[src/rtl/serial_frame_ctrl.sv]
// serial_frame_ctrl: two-requester round-robin pattern serializer.
// Fetches a word from an 8x8 pattern memory and emits it LSB-first.
module serial_frame_ctrl #(
  parameter int DATA_W   = 8,
  parameter int ADDR_W   = 3,
  parameter int CNT_W    = 3,
  parameter int IDLE_GAP = 1
) (
  input  logic              clk,
  input  logic              clr,
  input  logic              en,
  input  logic              wr_en,
  input  logic [ADDR_W-1:0] wr_addr,
  input  logic [DATA_W-1:0] wr_data,
  input  logic              req0_valid,
  input  logic [ADDR_W-1:0] req0_addr,
  output logic              req0_ready,
  input  logic              req1_valid,
  input  logic [ADDR_W-1:0] req1_addr,
  output logic              req1_ready,
  output logic              outp,
  output logic              frame,
  output logic [CNT_W-1:0]  bit_idx,
  output logic              grant_id,
  output logic              done
);

  localparam int DEPTH = 2**ADDR_W;
  localparam int GAP_W = (IDLE_GAP > 1) ? $clog2(IDLE_GAP) : 1;

  typedef enum logic [1:0] {
    IDLE,
    LOAD,
    SHIFT,
    GAP
  } state_t;

  state_t state_q;
  state_t state_d;

  logic [DATA_W-1:0] mem_q [DEPTH];
  logic [DATA_W-1:0] sh_q;
  logic [CNT_W-1:0]  idx_q;
  logic [GAP_W-1:0]  gap_q;
  logic [ADDR_W-1:0] addr_q;
  logic              last_q;
  logic              gid_q;
  logic              pend_q;

  logic gnt0;
  logic gnt1;
  logic hs;
  logic last_bit;
  logic gap_end;

  assign last_bit = (idx_q == CNT_W'(DATA_W - 1));
  assign gap_end  = (gap_q == GAP_W'(IDLE_GAP - 1));
  assign hs       = gnt0 | gnt1;

  // Round-robin grant: on a tie the requester not served last wins.
  always_comb begin
    gnt0 = 1'b0;
    gnt1 = 1'b0;
    if (en && (state_q == IDLE)) begin
      unique case (1'b1)
        (req0_valid && req1_valid): begin
          gnt0 = last_q;
          gnt1 = !last_q;
        end
        (req0_valid && !req1_valid): gnt0 = 1'b1;
        (!req0_valid && req1_valid): gnt1 = 1'b1;
        default: ;
      endcase
    end
  end

  // Next-state logic; en=0 holds the current state.
  always_comb begin
    state_d = state_q;
    if (en) begin
      unique case (state_q)
        IDLE:  if (hs) state_d = LOAD;
        LOAD:  state_d = SHIFT;
        SHIFT: begin
          if (last_bit) begin
            state_d = (IDLE_GAP == 0) ? IDLE : GAP;
          end
        end
        GAP:   if (gap_end) state_d = IDLE;
        default: state_d = IDLE;
      endcase
    end
  end

  // Pattern memory; writes land regardless of sequencer state.
  always_ff @(posedge clk or negedge clr) begin
    if (!clr) begin
      for (int i = 0; i < DEPTH; i++) begin
        mem_q[i] <= '0;
      end
    end else if (wr_en) begin
      mem_q[wr_addr] <= wr_data;
    end
  end

  // Sequencer state, capture, shift word, counters and done pending.
  always_ff @(posedge clk or negedge clr) begin
    if (!clr) begin
      state_q <= IDLE;
      sh_q    <= '0;
      idx_q   <= '0;
      gap_q   <= '0;
      addr_q  <= '0;
      last_q  <= 1'b1;
      gid_q   <= 1'b0;
      pend_q  <= 1'b0;
    end else if (en) begin
      state_q <= state_d;
      pend_q  <= 1'b0;
      if (hs) begin
        addr_q <= gnt1 ? req1_addr : req0_addr;
        last_q <= gnt1;
        gid_q  <= gnt1;
      end
      if (state_q == LOAD) begin
        sh_q  <= mem_q[addr_q];
        idx_q <= '0;
      end
      if (state_q == SHIFT) begin
        idx_q <= idx_q + CNT_W'(1);
        if (last_bit) begin
          pend_q <= 1'b1;
          gap_q  <= '0;
        end
      end
      if (state_q == GAP) begin
        gap_q <= gap_q + GAP_W'(1);
      end
    end
  end

  assign req0_ready = gnt0;
  assign req1_ready = gnt1;
  assign frame      = (state_q == SHIFT);
  assign outp       = (state_q == SHIFT) && sh_q[idx_q];
  assign bit_idx    = idx_q;
  assign grant_id   = gid_q;
  assign done       = pend_q && en;

endmodule

[config.mk]
export PLATFORM = sky130hd
export DESIGN_NAME = serial_frame_ctrl
export DESIGN_NICKNAME = d
export VERILOG_FILES = /design/src/rtl/serial_frame_ctrl.sv
export SDC_FILE = /design/constraint.sdc
export NUM_CORES = 1
export LEC_CHECK = 0
export BUFFER_PORTS_ARGS = -buffer_cell sky130_fd_sc_hd__buf_4
export CORE_UTILIZATION = 55
export DETAILED_ROUTE_END_ITERATION = 10
export PLACE_DENSITY_LB_ADDON = 0.15
export SKIP_CTS_REPAIR_TIMING = 1
export SLEW_MARGIN = 40
export SYNTH_ARGS = -nofsm -noshare
export SYNTH_HDL_FRONTEND = slang
export SYNTH_SLANG_ARGS = --single-unit
[constraint.sdc]
create_clock -name clk -period 1.85 [get_ports clk]
set_input_delay 0.185 -clock clk [delete_from_list [all_inputs] [get_ports clk]]
set_output_delay 0.185 -clock clk [all_outputs]
set_load 0.02 [all_outputs]
==> flow_results.org, run 1 <==
** STA
- Worst-case headroom to the max-slew limit :: 62.24%
- Clock Skew :: 0.007186 ns
- Maximum clock frequency :: 556.6 MHz
- Post-layout minimum cycle time :: 1.797 ns
- The count of final hold-check violations came to 0.
- The final number of max-transition violations came to 0.
- Setup violations remaining at the end of the flow were counted as 0.
- Of the available clock period, the critical path in the final layout requires 97.11%.
- For the final routed database, the setup TNS stands at 0 ns.
- For the pin with the worst max-slew slack, the measured transition is 0.5650 ns.

** Setup path
- Worst Setup End Kind :: output pin
- For the worst flop-to-flop path, the logic depth is 5.
- Critical path peak fanout :: 4
- Arrival time of data at the critical path endpoint :: 1.61 ns
- Crit path launch type :: flip-flop
- The startpoint identified for the worst register-to-register timing path is state_q[0]$_DFFE_PN0P_.
- The worst setup path is of the flip-flop to output pin kind.
- The worst register-to-register path ends at state_q[1]$_DFFE_PN0P_.
- Reg2Reg Setup Slack :: 0.12 ns
- Required time of the critical path :: 1.66 ns

** Clock tree
- Clock Tree Root :: sky130_fd_sc_hd__clkbuf_8
- The H-tree was split into 3 levels.
- TritonCTS created 9 clock buffers.
- Clock latency on the worst-skew pair, taken at its later pin, is 0.35 ns.
- TritonCTS built the clock tree.
- For this design, the sink count on the clock tree is 84.
- Clock Tree Buf Depth :: 2
- Clock slew at reported path FFs :: 0.08 ns

** Global route
- The number of antenna violations at the first check in global routing was 0.
- Entering global routing, the biggest net connects 51 pins.
- Global routing finished with a remaining overflow of 0.
- Global router's overall resource usage :: 22.30%
- Via count of the first global-routing pass :: 2468
- The first global-routing pass estimated 12590 µm of wire.

** Pwr
- Net Switching :: 0.002042 W
- Sequential cells burn 42.7% of the power.
- Clock power share :: 21.0%
- Combinational cell fraction of total power :: 36.3%
- Power density relative to cell area :: 1336 nW/µm²
- LEAKAGE :: 2.108 nW
- The worst-case IR drop observed on VDD is 0.0007305 V.
- The internal power of the cells totals 0.004166 W.
- Net switching is 32.90% of the power.

** Synthesis
- Of the post-synthesis cell area, the dominant cell type holds 51.86%.
- Total standard cell area after synthesis :: 4005 µm²
- Ys Warns :: 0
- Post-synthesis register bit count :: 84
- Largest area contributor in the synthesized netlist :: sky130_fd_sc_hd__dfrtp_1
- Counting every net in the synthesized netlist gives 332.
- Count of mapped cells out of synthesis :: 302
- Sorting the synthesized cells by area gives the leading types as sky130_fd_sc_hd__dfrtp_1, sky130_fd_sc_hd__mux2_2, sky130_fd_sc_hd__mux2i_1.
- Average size of a mapped cell :: 13.26 µm²
- Netlist cell types :: 34
- After synthesis, flip-flops and latches occupy 52.51% of the total area.

** Detailed routing
- The routed design has 7748 µm of wire.
- Using the TritonRoute via totals, the vias-per-cell ratio works out to 5.673.
- After detailed routing, the number of remaining DRC violations is 0.
- Detailed-routing iteration count for the pre-antenna-repair pass :: 4
- Antenna Violating Nets Remaining :: 0
- WL/cell :: 17.22 µm
- After the first detailed-routing iteration, the DRC count stood at 136.
- Via count of the routed design :: 2553

** Hold path
- Launch instance of the worst min-delay path :: req1_addr[0]
- The worst hold path terminates at addr_q[0]$_DFFE_PN0P_.
- The min-delay analysis places its worst path in the category input pin to flip-flop.
- Min-Delay Path Depth :: 3

** Die
- Pin placement for this block handled 32 I/O pins.
- Starting density of the core :: 57.99%
- Floorplan die width :: 87.34 µm
- The floorplan has 30 rows.
- Core area :: 6907 µm²
- Total die area :: 7627 µm²
- The die is 87.34 µm tall.

** Placed design
- The placed instances occupy a cell area of 4405 µm².
- Number of port buffers :: 31
- HPWL after DPL :: 5251 µm
- Routability Congestion :: 0.7900
- Including well taps, the total number of placed cells is 432.

** Cells and area
- Number of cells in the finished layout apart from fillers :: 450
- At the end of the flow, the number of nets in the layout was 379.
- Summed area of non-filler cells in the final layout :: 4648 µm²
- Number of inserted diodes :: 0
- The post-route netlist has 43.79% of its cells at a drive strength greater than 1.
- The layout has 550 filler cells.
- Synthesis-to-finish area growth :: 16.06%

** Outcome
- The flow ran to the end, and the final reports show no timing, DRC or antenna violations.

** Run
- Max-cap violations in this run came to 0.
[cells by family (layout without fill, tap and decap cells)]
family	after synthesis	after routing	share of synthesized area (%)
and+or+nand+nor	49	49	7.123
adders and majority gates	7	7	2.187
AOI/OAI and AO/OA	42	42	7.185
buffers and inverters	19	71	2.593
DFF	84	84	52.51
muxes	101	101	28.40
[area by class of cell]
type | instances | area [µm²] | area share, %
clock buffers | 11 | 141.4 | 3.042
clock inverters | 5 | 61.31 | 1.319
inverters | 7 | 26.28 | 0.5653
multi-input cells | 199 | 1819 | 39.14
flip-flops and latches | 84 | 2105 | 45.28
well taps | 96 | 120.1 | 2.584
repair buffers | 48 | 375.4 | 8.075
[how the worst max path moves through the flow]
| stage | from | depth (start not counted) | slack, ns | to |
|---|---|---|---|---|
| after floorplan | bit_idx[0]$_DFFE_PN0P_ | 5 | 0.17 | state_q[1]$_DFFE_PN0P_ |
| final | bit_idx[0]$_DFFE_PN0P_ | 4 | 0.05 | outp |
| after global placement | state_q[0]$_DFFE_PN0P_ | 5 | 0.16 | state_q[1]$_DFFE_PN0P_ |
| after detailed placement | state_q[0]$_DFFE_PN0P_ | 5 | 0.08 | state_q[1]$_DFFE_PN0P_ |
| after global routing | state_q[0]$_DFFE_PN0P_ | 5 | -0.007 | outp |
| after CTS | bit_idx[0]$_DFFE_PN0P_ | 4 | -0.04 | outp |
[worst max-delay path: stages (launching register included)]
cell                      delay (ns)
sky130_fd_sc_hd__dfrtp_2        0.41
sky130_fd_sc_hd__mux4_2         0.50
sky130_fd_sc_hd__mux2i_1        0.14
sky130_fd_sc_hd__nor2b_1        0.06
sky130_fd_sc_hd__buf_4          0.15
[placed cells by master, fill, tap and decap left out, drive strengths merged, types with 7 or more instances in the layout]
| cell type | instances |
|---|---|
| a22o | 8 |
| buf | 47 |
| clkbuf | 11 |
| dfrtp | 83 |
| ha | 7 |
| inv | 7 |
| mux2 | 81 |
| mux2i | 18 |
| nand2 | 20 |
| nor2 | 7 |
| o21ai | 9 |
| o22ai | 9 |
| o31ai | 8 |
[metrics by stage]
| step | util (%) | hold slack, ns | worst slack, ns | power [W] |
|---|---|---|---|---|
| final | 67.30 | 0.1066 | 0.05346 | 0.006208 |
| after global routing | 67.30 | 0.1199 | -0.007110 | 0.006597 |
| after CTS | 66.72 | -0.2135 | -0.04333 | 0.006184 |
| after detailed placement | 63.79 | 0.1614 | 0.07537 | 0.004878 |
| after global placement | 63.79 | 0.1621 | 0.1620 | 0.004817 |
| after floorplan | - | -0.1106 | 0.1684 | 0.004267 |
[power groups by stage]
stage               combinational (W)  sequential [W]  clock (W)
floorplan                     0.00165         0.00262          0
global placement              0.00216         0.00266          0
detailed placement            0.00219         0.00268          0
CTS                           0.00220         0.00265    0.00134
global route                  0.00248         0.00271    0.00141
finish                        0.00225         0.00265    0.00130
[synth_stat cells]
library cell                count
sky130_fd_sc_hd__nand2b_1       3
sky130_fd_sc_hd__nor2b_1        2
sky130_fd_sc_hd__o2111ai_1      1
sky130_fd_sc_hd__buf_6          2
sky130_fd_sc_hd__nand3_1        6
sky130_fd_sc_hd__nor3b_4        2
sky130_fd_sc_hd__nor3_2         1
sky130_fd_sc_hd__mux2_2        81
sky130_fd_sc_hd__nor3_4         1
sky130_fd_sc_hd__mux4_2         2
sky130_fd_sc_hd__inv_1          7
sky130_fd_sc_hd__dfrtp_1       83
sky130_fd_sc_hd__o21ai_0        9
sky130_fd_sc_hd__and3_1         1
sky130_fd_sc_hd__dfstp_2        1
sky130_fd_sc_hd__nand2_1       20
sky130_fd_sc_hd__and2_0         1
sky130_fd_sc_hd__nand2b_4       1
sky130_fd_sc_hd__buf_2          2
sky130_fd_sc_hd__a22o_1         8
sky130_fd_sc_hd__ha_1           7
sky130_fd_sc_hd__clkbuf_1       1
sky130_fd_sc_hd__buf_4          4
sky130_fd_sc_hd__a32oi_1        1
sky130_fd_sc_hd__o31ai_1        8
sky130_fd_sc_hd__a21oi_1        2
sky130_fd_sc_hd__nand4b_1       3
sky130_fd_sc_hd__buf_1          3
sky130_fd_sc_hd__a31oi_1        3
sky130_fd_sc_hd__mux2i_1       18
sky130_fd_sc_hd__o22ai_1        9
sky130_fd_sc_hd__o211a_1        1
sky130_fd_sc_hd__nor2_1         7
sky130_fd_sc_hd__nand4_1        1
[metal layers]
metal | vias up | global-route usage, % | wire length, µm
met5 | - | 0 | 0
met4 | 0 | 7.154 | 89
met3 | 9 | 4.455 | 205
met2 | 34 | 35.80 | 3741
met1 | 1297 | 30.56 | 3713
li1 | 1213 | - | -
[registers in the layout, indices dropped and copies added, names as in the netlist]
register	count
grant_id	1
sh_q	8
pend_q	1
state_q	2
addr_q	3
last_q	1
bit_idx	3
gap_q	1
mem_q	64
Note: power is estimated with default switching activity, not from simulation.
==> inputs of run 2 (changes only) <==
--- a/config.mk
+++ b/config.mk
@@ -7,6 +7,7 @@
 export LEC_CHECK = 0
 export BUFFER_PORTS_ARGS = -buffer_cell sky130_fd_sc_hd__buf_4
 export CORE_UTILIZATION = 55
+export CTS_BUF_LIST = sky130_fd_sc_hd__clkbuf_8
 export DETAILED_ROUTE_END_ITERATION = 10
 export PLACE_DENSITY_LB_ADDON = 0.15
 export SKIP_CTS_REPAIR_TIMING = 1
==> run 2 against run 1 <==
First-iteration DRC count is 2.2% lower. Clock skew hardly changed. Critical endpoint unchanged. Sequential power hardly changed. Cell area stayed put. Critical path depth stayed put. Wire length is 0.23% lower. Largest power group unchanged. Worst setup slack better by 0.00065 ns.
==> flow_results.org, run 2 (synthesized netlist as in run 1, its figures left out) <==
** Outcome
- The run finished with clean final reports.

** Placed design
- Routability Congestion :: 0.7900
- Detailed placement finished with a half-perimeter wire length of 5251 µm.
- Post-placement worst setup slack :: 0.07537 ns
- Number of port buffers :: 31

** Clock tree
- Clock latency on the worst-skew pair :: 0.35 ns
- The clock passes through at most 2 buffers.
- The root buffer cell chosen for the clock tree is sky130_fd_sc_hd__clkbuf_8.
- TritonCTS built the clock tree.
- # clock sinks :: 84
- CTS Buf Count :: 9
- The clock tree synthesis step divided the H-tree into 3 levels.
- Clock slew at reported path FFs :: 0.08 ns

** Detailed routing
- For this run, design rule violations remaining after detail routing come to 0.
- After detailed routing, the number of vias per cell comes to 5.676.
- Routed met2 length :: 3723 µm
- In this run the remaining antenna-violating nets after routing total 0.
- WL/cell :: 17.18 µm
- The routed design has 7730 µm of wire.
- WL met1 :: 3670 µm
- In this run, the number of DRC markers left after iteration 0 of detailed routing was 133.
- Via count of the routed design :: 2554
- Met3 wire length :: 247 µm
- For this run, the detailed router's first-pass iteration total came to 4.
- Top Metal Used :: met4

** STA
- Post-layout minimum cycle time :: 1.796 ns
- Maximum clock frequency :: 556.8 MHz
- The clock arrives with 0.007538 ns of skew.
- The final number of max-transition violations came to 0.
- Worst-case headroom to the max-slew limit :: 61.96%
- Final hold violation count :: 0
- Worst path setup slack after routing :: 0.05411 ns
- The worst path uses 97.08% of the clock period.
- Final number of setup-violating endpoints :: 0
- At the pin with the least slew margin, the transition time is 0.5693 ns.

** Run
- Max-cap violation count :: 0

** Setup path
- Together, buffers and inverters on the worst path number 1.
- The endpoint identified for the worst register-to-register timing path is state_q[1]$_DFFE_PN0P_.
- Number of cell instances on the worst register-to-register path :: 5
- The largest single stage delay on the critical path is 0.51 ns.
- STA classifies the critical path endpoint as an output pin.
- Arrival time of data at the critical path endpoint :: 1.61 ns
- The kind of cell with the highest combined delay along the critical path is multiplexers.
- Crit Reg-Reg Startpoint :: state_q[0]$_DFFE_PN0P_
- Traced cell by cell, the critical path runs through mux4_2 > mux2i_1 > nor2b_1 > buf_4.
- Reg2Reg Setup Slack :: 0.12 ns
- For this design, the slowest cell found on the critical path is sky130_fd_sc_hd__mux4_2.
- The worst setup path is of the flip-flop to output pin kind.
- Along the worst path, the maximum fanout reaches 4.
- The worst setup path is launched from a flip-flop.
- Required time of the critical path :: 1.66 ns

** Hold path
- The path class of the tightest hold or removal check is input pin to flip-flop.
- Along the worst hold path, the cell count comes to 3.
- Launch instance of the worst min-delay path :: req1_addr[0]
- Hold path endpoint :: addr_q[0]$_DFFE_PN0P_

** Die
- The die covers 7627 µm².
- Num rows :: 30
- Core area :: 6907 µm²
- Die Ht :: 87.34 µm
- I/O pin cnt :: 32
- The initial utilization of the core area, before any placement, comes to 57.99%.
- Floorplan die width :: 87.34 µm

** Global route
- Global router's overall resource usage :: 22.30%
- Global-route congestion overflow total :: 0
- The number of antenna violations at the first check in global routing is 0.
- Wire length of the first global-routing pass :: 12590 µm
- Entering global routing, the biggest net connects 51 pins.
- Via count of the first global-routing pass :: 2468

** Cells and area
- mem_q holds more flip-flops than any other register.
- In the final layout, the multi-input gates occupy 1819 µm².
- The library cells used most frequently in the layout, excluding fill and tap cells, are sky130_fd_sc_hd__dfrtp_1, sky130_fd_sc_hd__mux2_2, sky130_fd_sc_hd__buf_4, sky130_fd_sc_hd__nand2_1, sky130_fd_sc_hd__mux2i_1.
- Number of inserted diodes :: 0
- Summing all flip-flop and latch instances after layout gives 2105 µm².
- The net count of the finished layout is 379.
- In the final layout, the share of cells above drive strength 1 is 43.79%.
- Synthesis-to-finish area growth :: 16.06%
- The largest registers in the layout are mem_q (64), sh_q (8).
- Number of flip-flops under the largest register name :: 64
- Fill cells in the final layout number 550.
- The library cell used most frequently in the layout, excluding fill and tap cells, is sky130_fd_sc_hd__dfrtp_1.

** Pwr
- Power density relative to cell area :: 1333 nW/µm²
- LEAKAGE :: 2.113 nW
- The design draws 0.006198 W.
- VDD sags by at most 0.0007301 V.
## run 2: worst max path at each step
stage	start	endpoint	slack [ns]	cells after the start
after detailed placement	state_q[0]$_DFFE_PN0P_	state_q[1]$_DFFE_PN0P_	0.08	5
after floorplan	bit_idx[0]$_DFFE_PN0P_	state_q[1]$_DFFE_PN0P_	0.17	5
after global routing	state_q[0]$_DFFE_PN0P_	outp	-0.007	5
final	bit_idx[0]$_DFFE_PN0P_	outp	0.05	4
after CTS	bit_idx[0]$_DFFE_PN0P_	outp	-0.04	4
after global placement	state_q[0]$_DFFE_PN0P_	state_q[1]$_DFFE_PN0P_	0.16	5
## run 2: where the power goes
| part | switching, W | internal (W) |
|---|---|---|
| logic | 0.00109 | 0.00116 |
| registers | 0.000309 | 0.00234 |
| clock network | 0.000634 | 0.000660 |
| total | 0.00204 | 0.00416 |
## run 2: routing by layer
metal | up-vias | GRT usage (%)
li1 | 1212 | -
met1 | 1295 | 30.56
met2 | 39 | 35.80
met3 | 8 | 4.455
met4 | 0 | 7.154
met5 | - | 0
## run 2: worst reg2reg max path: stages, from the launching register on
cell	delay (ns)
sky130_fd_sc_hd__dfrtp_1	0.39
sky130_fd_sc_hd__inv_1	0.13
sky130_fd_sc_hd__ha_4	0.20
sky130_fd_sc_hd__o211a_1	0.20
sky130_fd_sc_hd__o2111ai_1	0.32
sky130_fd_sc_hd__mux2_2	0.37
## run 2: through the flow
stage	setup TNS, ns	hold slack, ns	util [%]	std cells	area, µm²
floorplan	0	-0.1106	-	302	4005
global placement	0	0.1621	63.79	432	4405
detailed placement	0	0.1614	63.79	432	4405
CTS	-0.04777	-0.2135	66.72	448	4608
global route	-0.009281	0.1199	67.30	450	4648
finish	0	0.1087	67.30	450	4648
## run 2: final cells by class
| type | count | area share, % |
|---|---|---|
| multi-input combinational | 199 | 39.14 |
| sequential | 84 | 45.28 |
| clock buffer | 10 | 2.961 |
| timing repair buffer | 48 | 8.075 |
| tap | 96 | 2.584 |
| clock inverter | 6 | 1.400 |
| inverter | 7 | 0.5653 |
==> inputs of run 3 (changes only) <==
--- a/config.mk
+++ b/config.mk
@@ -6,6 +6,7 @@
 export NUM_CORES = 1
 export LEC_CHECK = 0
 export BUFFER_PORTS_ARGS = -buffer_cell sky130_fd_sc_hd__buf_4
+export CORE_ASPECT_RATIO = 1.25
 export CORE_UTILIZATION = 55
 export CTS_BUF_LIST = sky130_fd_sc_hd__clkbuf_8
 export DETAILED_ROUTE_END_ITERATION = 10
==> run 3 against run 2 <==
Clock skew is 0.0032 ns higher. Count of clock-buffer cells in the layout stayed put. First-iteration DRC count fell by 8.3%. Hold slack got worse by 0.0070 ns. Combinational power about the same. Final cell count decreased by 1.6%. Sequential share of layout area about the same. Wire length rose by 4.5%. Critical path depth did not move. Fmax shrank 2.3%. Global-route usage is 1.6 points higher. Critical path type unchanged.
==> flow_results.org, run 3 (synthesized netlist as in run 1, its figures left out) <==
** STA
- On the final layout, the worst hold slack is 0.1017 ns.
- In this run the tightest slew margin relative to its limit is 63.21%.
- Final hold violation count :: 0
- Across the routed clock network, the largest skew measured is 0.01077 ns.
- For the pin with the worst max-slew slack, the measured transition is 0.5505 ns.
- The final number of max-transition violations came to 0.
- Setup tns final :: 0 ns
- Post-layout minimum cycle time :: 1.838 ns
- Setup repair after global routing could not meet its margin everywhere.
- Maximum clock frequency :: 544.0 MHz
- The final critical path takes up 99.36% of the cycle.
- Final number of setup-violating endpoints :: 0

** Cells and area
- In the final layout, the share of cells above drive strength 1 is 43.63%.
- Number of flip-flops under the largest register name :: 64
- Most used cells in the layout excluding fill and tap cells :: sky130_fd_sc_hd__dfrtp_1, sky130_fd_sc_hd__mux2_2, sky130_fd_sc_hd__buf_4, sky130_fd_sc_hd__nand2_1, sky130_fd_sc_hd__mux2i_1
- The library cell used most frequently in the layout, excluding fill and tap cells, is sky130_fd_sc_hd__dfrtp_1.
- Final net count :: 378
- Compared with the post-synthesis result, the final layout area differs by 16.00%.
- Once layout is done, the placed cells without fillers occupy 4646 µm².
- The number of antenna diodes in the final layout is 0.
- Count of fill cells added during filler insertion :: 547
- Largest reg by FF count :: mem_q
- Number of cells in the finished layout apart from fillers :: 443
- The largest registers in the layout are mem_q (64), sh_q (8).

** Pwr
- Combinational cell fraction of total power :: 36.5%
- IR analysis of the VDD net gives a maximum drop of 0.0008198 V.
- Dividing total power by cell area gives a power density of 1345 nW/µm².
- The design draws 0.006247 W.
- In this run, the clock network consumes 21.1% of the power.
- Net switching is 33.14% of the power.
- LEAKAGE :: 2.113 nW
- The analysis attributes to net switching a power of 0.002070 W.
- P_int :: 0.004176 W
- Part of the power in registers :: 42.4%

** Detailed routing
- Antenna Violating Nets Remaining :: 0
- In the final routed layout, each cell accounts on average for 18.23 µm.
- The final layout contains routed wiring with a total length of 8076 µm.
- Detailed-routing iteration count for the pre-antenna-repair pass :: 4
- In the routed layout, each cell is associated on average with a via count of 5.740.
- # DRC :: 0
- The routed layout has 2543 vias.
- The first routing iteration left 122 violations.

** Die
- Measured along the y axis, the die boundary spans 97.41 µm.
- Num rows :: 34
- Floorplan die width :: 78.33 µm
- For this configuration, the core starts out at a cell density of 57.06%.
- During I/O placement, the number of pins put on the boundary was 32.
- The floorplan step defined a core boundary enclosing 7019 µm².
- Total die area :: 7629 µm²

** Clock tree
- TritonCTS built the clock tree.
- CTS Buf Count :: 9
- The root buffer cell chosen for the clock tree is sky130_fd_sc_hd__clkbuf_8.
- The tree built by TritonCTS fans out to 84 sinks.
- Clock Tree Buf Depth :: 2
- After clock tree synthesis, the clock-pin slew on the worst setup and hold paths is 0.09 ns.
- Clock H-tree levels :: 3
- Clock latency on the worst-skew pair :: 0.35 ns

** Setup path
- The worst register-to-register path begins at state_q[0]$_DFFE_PN0P_.
- The worst setup path is of the flip-flop to output pin kind.
- Of all nets on the critical path, the largest fanout is 4.
- Start point of the critical path :: bit_idx[0]$_DFFE_PN0P_
- Data arrives at the worst endpoint at 1.65 ns.
- At the worst endpoint, the required time is 1.66 ns.
- STA classifies the critical path startpoint as a flip-flop.
- Worst Setup End Kind :: output pin

** Placed design
- After detailed placement, the design holds a cell count of 425.
- Routability Congestion :: 0.7692
- Summed over all nets, the half-perimeter wirelength after detailed placement is 5431 µm.
- Input and output buffers added on the ports amount to 31.
- Total cell area at the placement stage :: 4403 µm²

** Global route
- Global router's overall resource usage :: 23.90%
- Entering global routing, the biggest net connects 34 pins.
- Via count of the first global-routing pass :: 2635
- The number of antenna violations at the first check in global routing is 0.
- Global routing finished with a remaining overflow of 0.
- The first global-routing pass estimated 13500 µm of wire.

** Hold path
- The startpoint identified for the worst hold timing path is en.
- Hold Crit Class :: input pin to flip-flop

** Outcome
- The run finished with clean final reports.

** Run
- Max-cap violation count :: 0
[run 3: area by class of cell]
class                      count  area, µm²  area share (%)
sequential                    84       2105           45.30
clock buffer                  10      137.6           2.963
inverter                       7      26.28          0.5656
multi-input combinational    199       1819           39.16
tap                           90      112.6           2.424
clock inverter                 6      65.06           1.400
timing repair buffer          47      380.4           8.187
[run 3: final timing paths]
| kind | to | slack [ns] | cells after the start |
|---|---|---|---|
| max reg2reg | state_q[1]$_DFFE_PN0P_ | 0.16 | 5 |
| min reg2reg | sh_q[3]$_DFFE_PN0P_ | 0.48 | 2 |
| max | outp | 0.01 | 4 |
| min | last_q$_DFFE_PN1P_ | 0.10 | 2 |
| min in group asynchronous | mem_q[27]$_DFFE_PN0P_ | 0.26 | 2 |
| max in group asynchronous | mem_q[58]$_DFFE_PN0P_ | 1.04 | 3 |
[run 3: layer usage]
metal / share of wire (%) / wire (µm) / global-route usage (%)
met3: 3.8 / 305 / 5.352
met2: 50 / 4002 / 38.12
met1: 45 / 3641 / 31.74
met5: 0 / 0 / 0
met4: 1.5 / 125 / 9.117
[run 3: power groups by stage]
stage,sequential (W),combinational (W),clock (W)
CTS,0.00265,0.00224,0.00134
finish,0.00265,0.00228,0.00132
floorplan,0.00262,0.00165,0
global route,0.00272,0.00250,0.00142
detailed placement,0.00269,0.00223,0
global placement,0.00266,0.00218,0
[run 3: worst max-delay path, stage by stage (launching register included)]
cell and delay, ns:
sky130_fd_sc_hd__dfrtp_2 0.42, sky130_fd_sc_hd__mux4_2 0.51, sky130_fd_sc_hd__mux2i_1 0.15, sky130_fd_sc_hd__nor2b_1 0.06
sky130_fd_sc_hd__buf_4 0.15
[run 3: per-stage QoR]
stage          setup slack (ns)  util, %
2_1_floorplan            0.1684        -
3_3_place_gp             0.1736    62.73
3_5_place_dp             0.1015    62.73
4_1_cts                 -0.1042    65.62
5_1_grt                -0.05786    66.19
6_report                0.01182    66.19
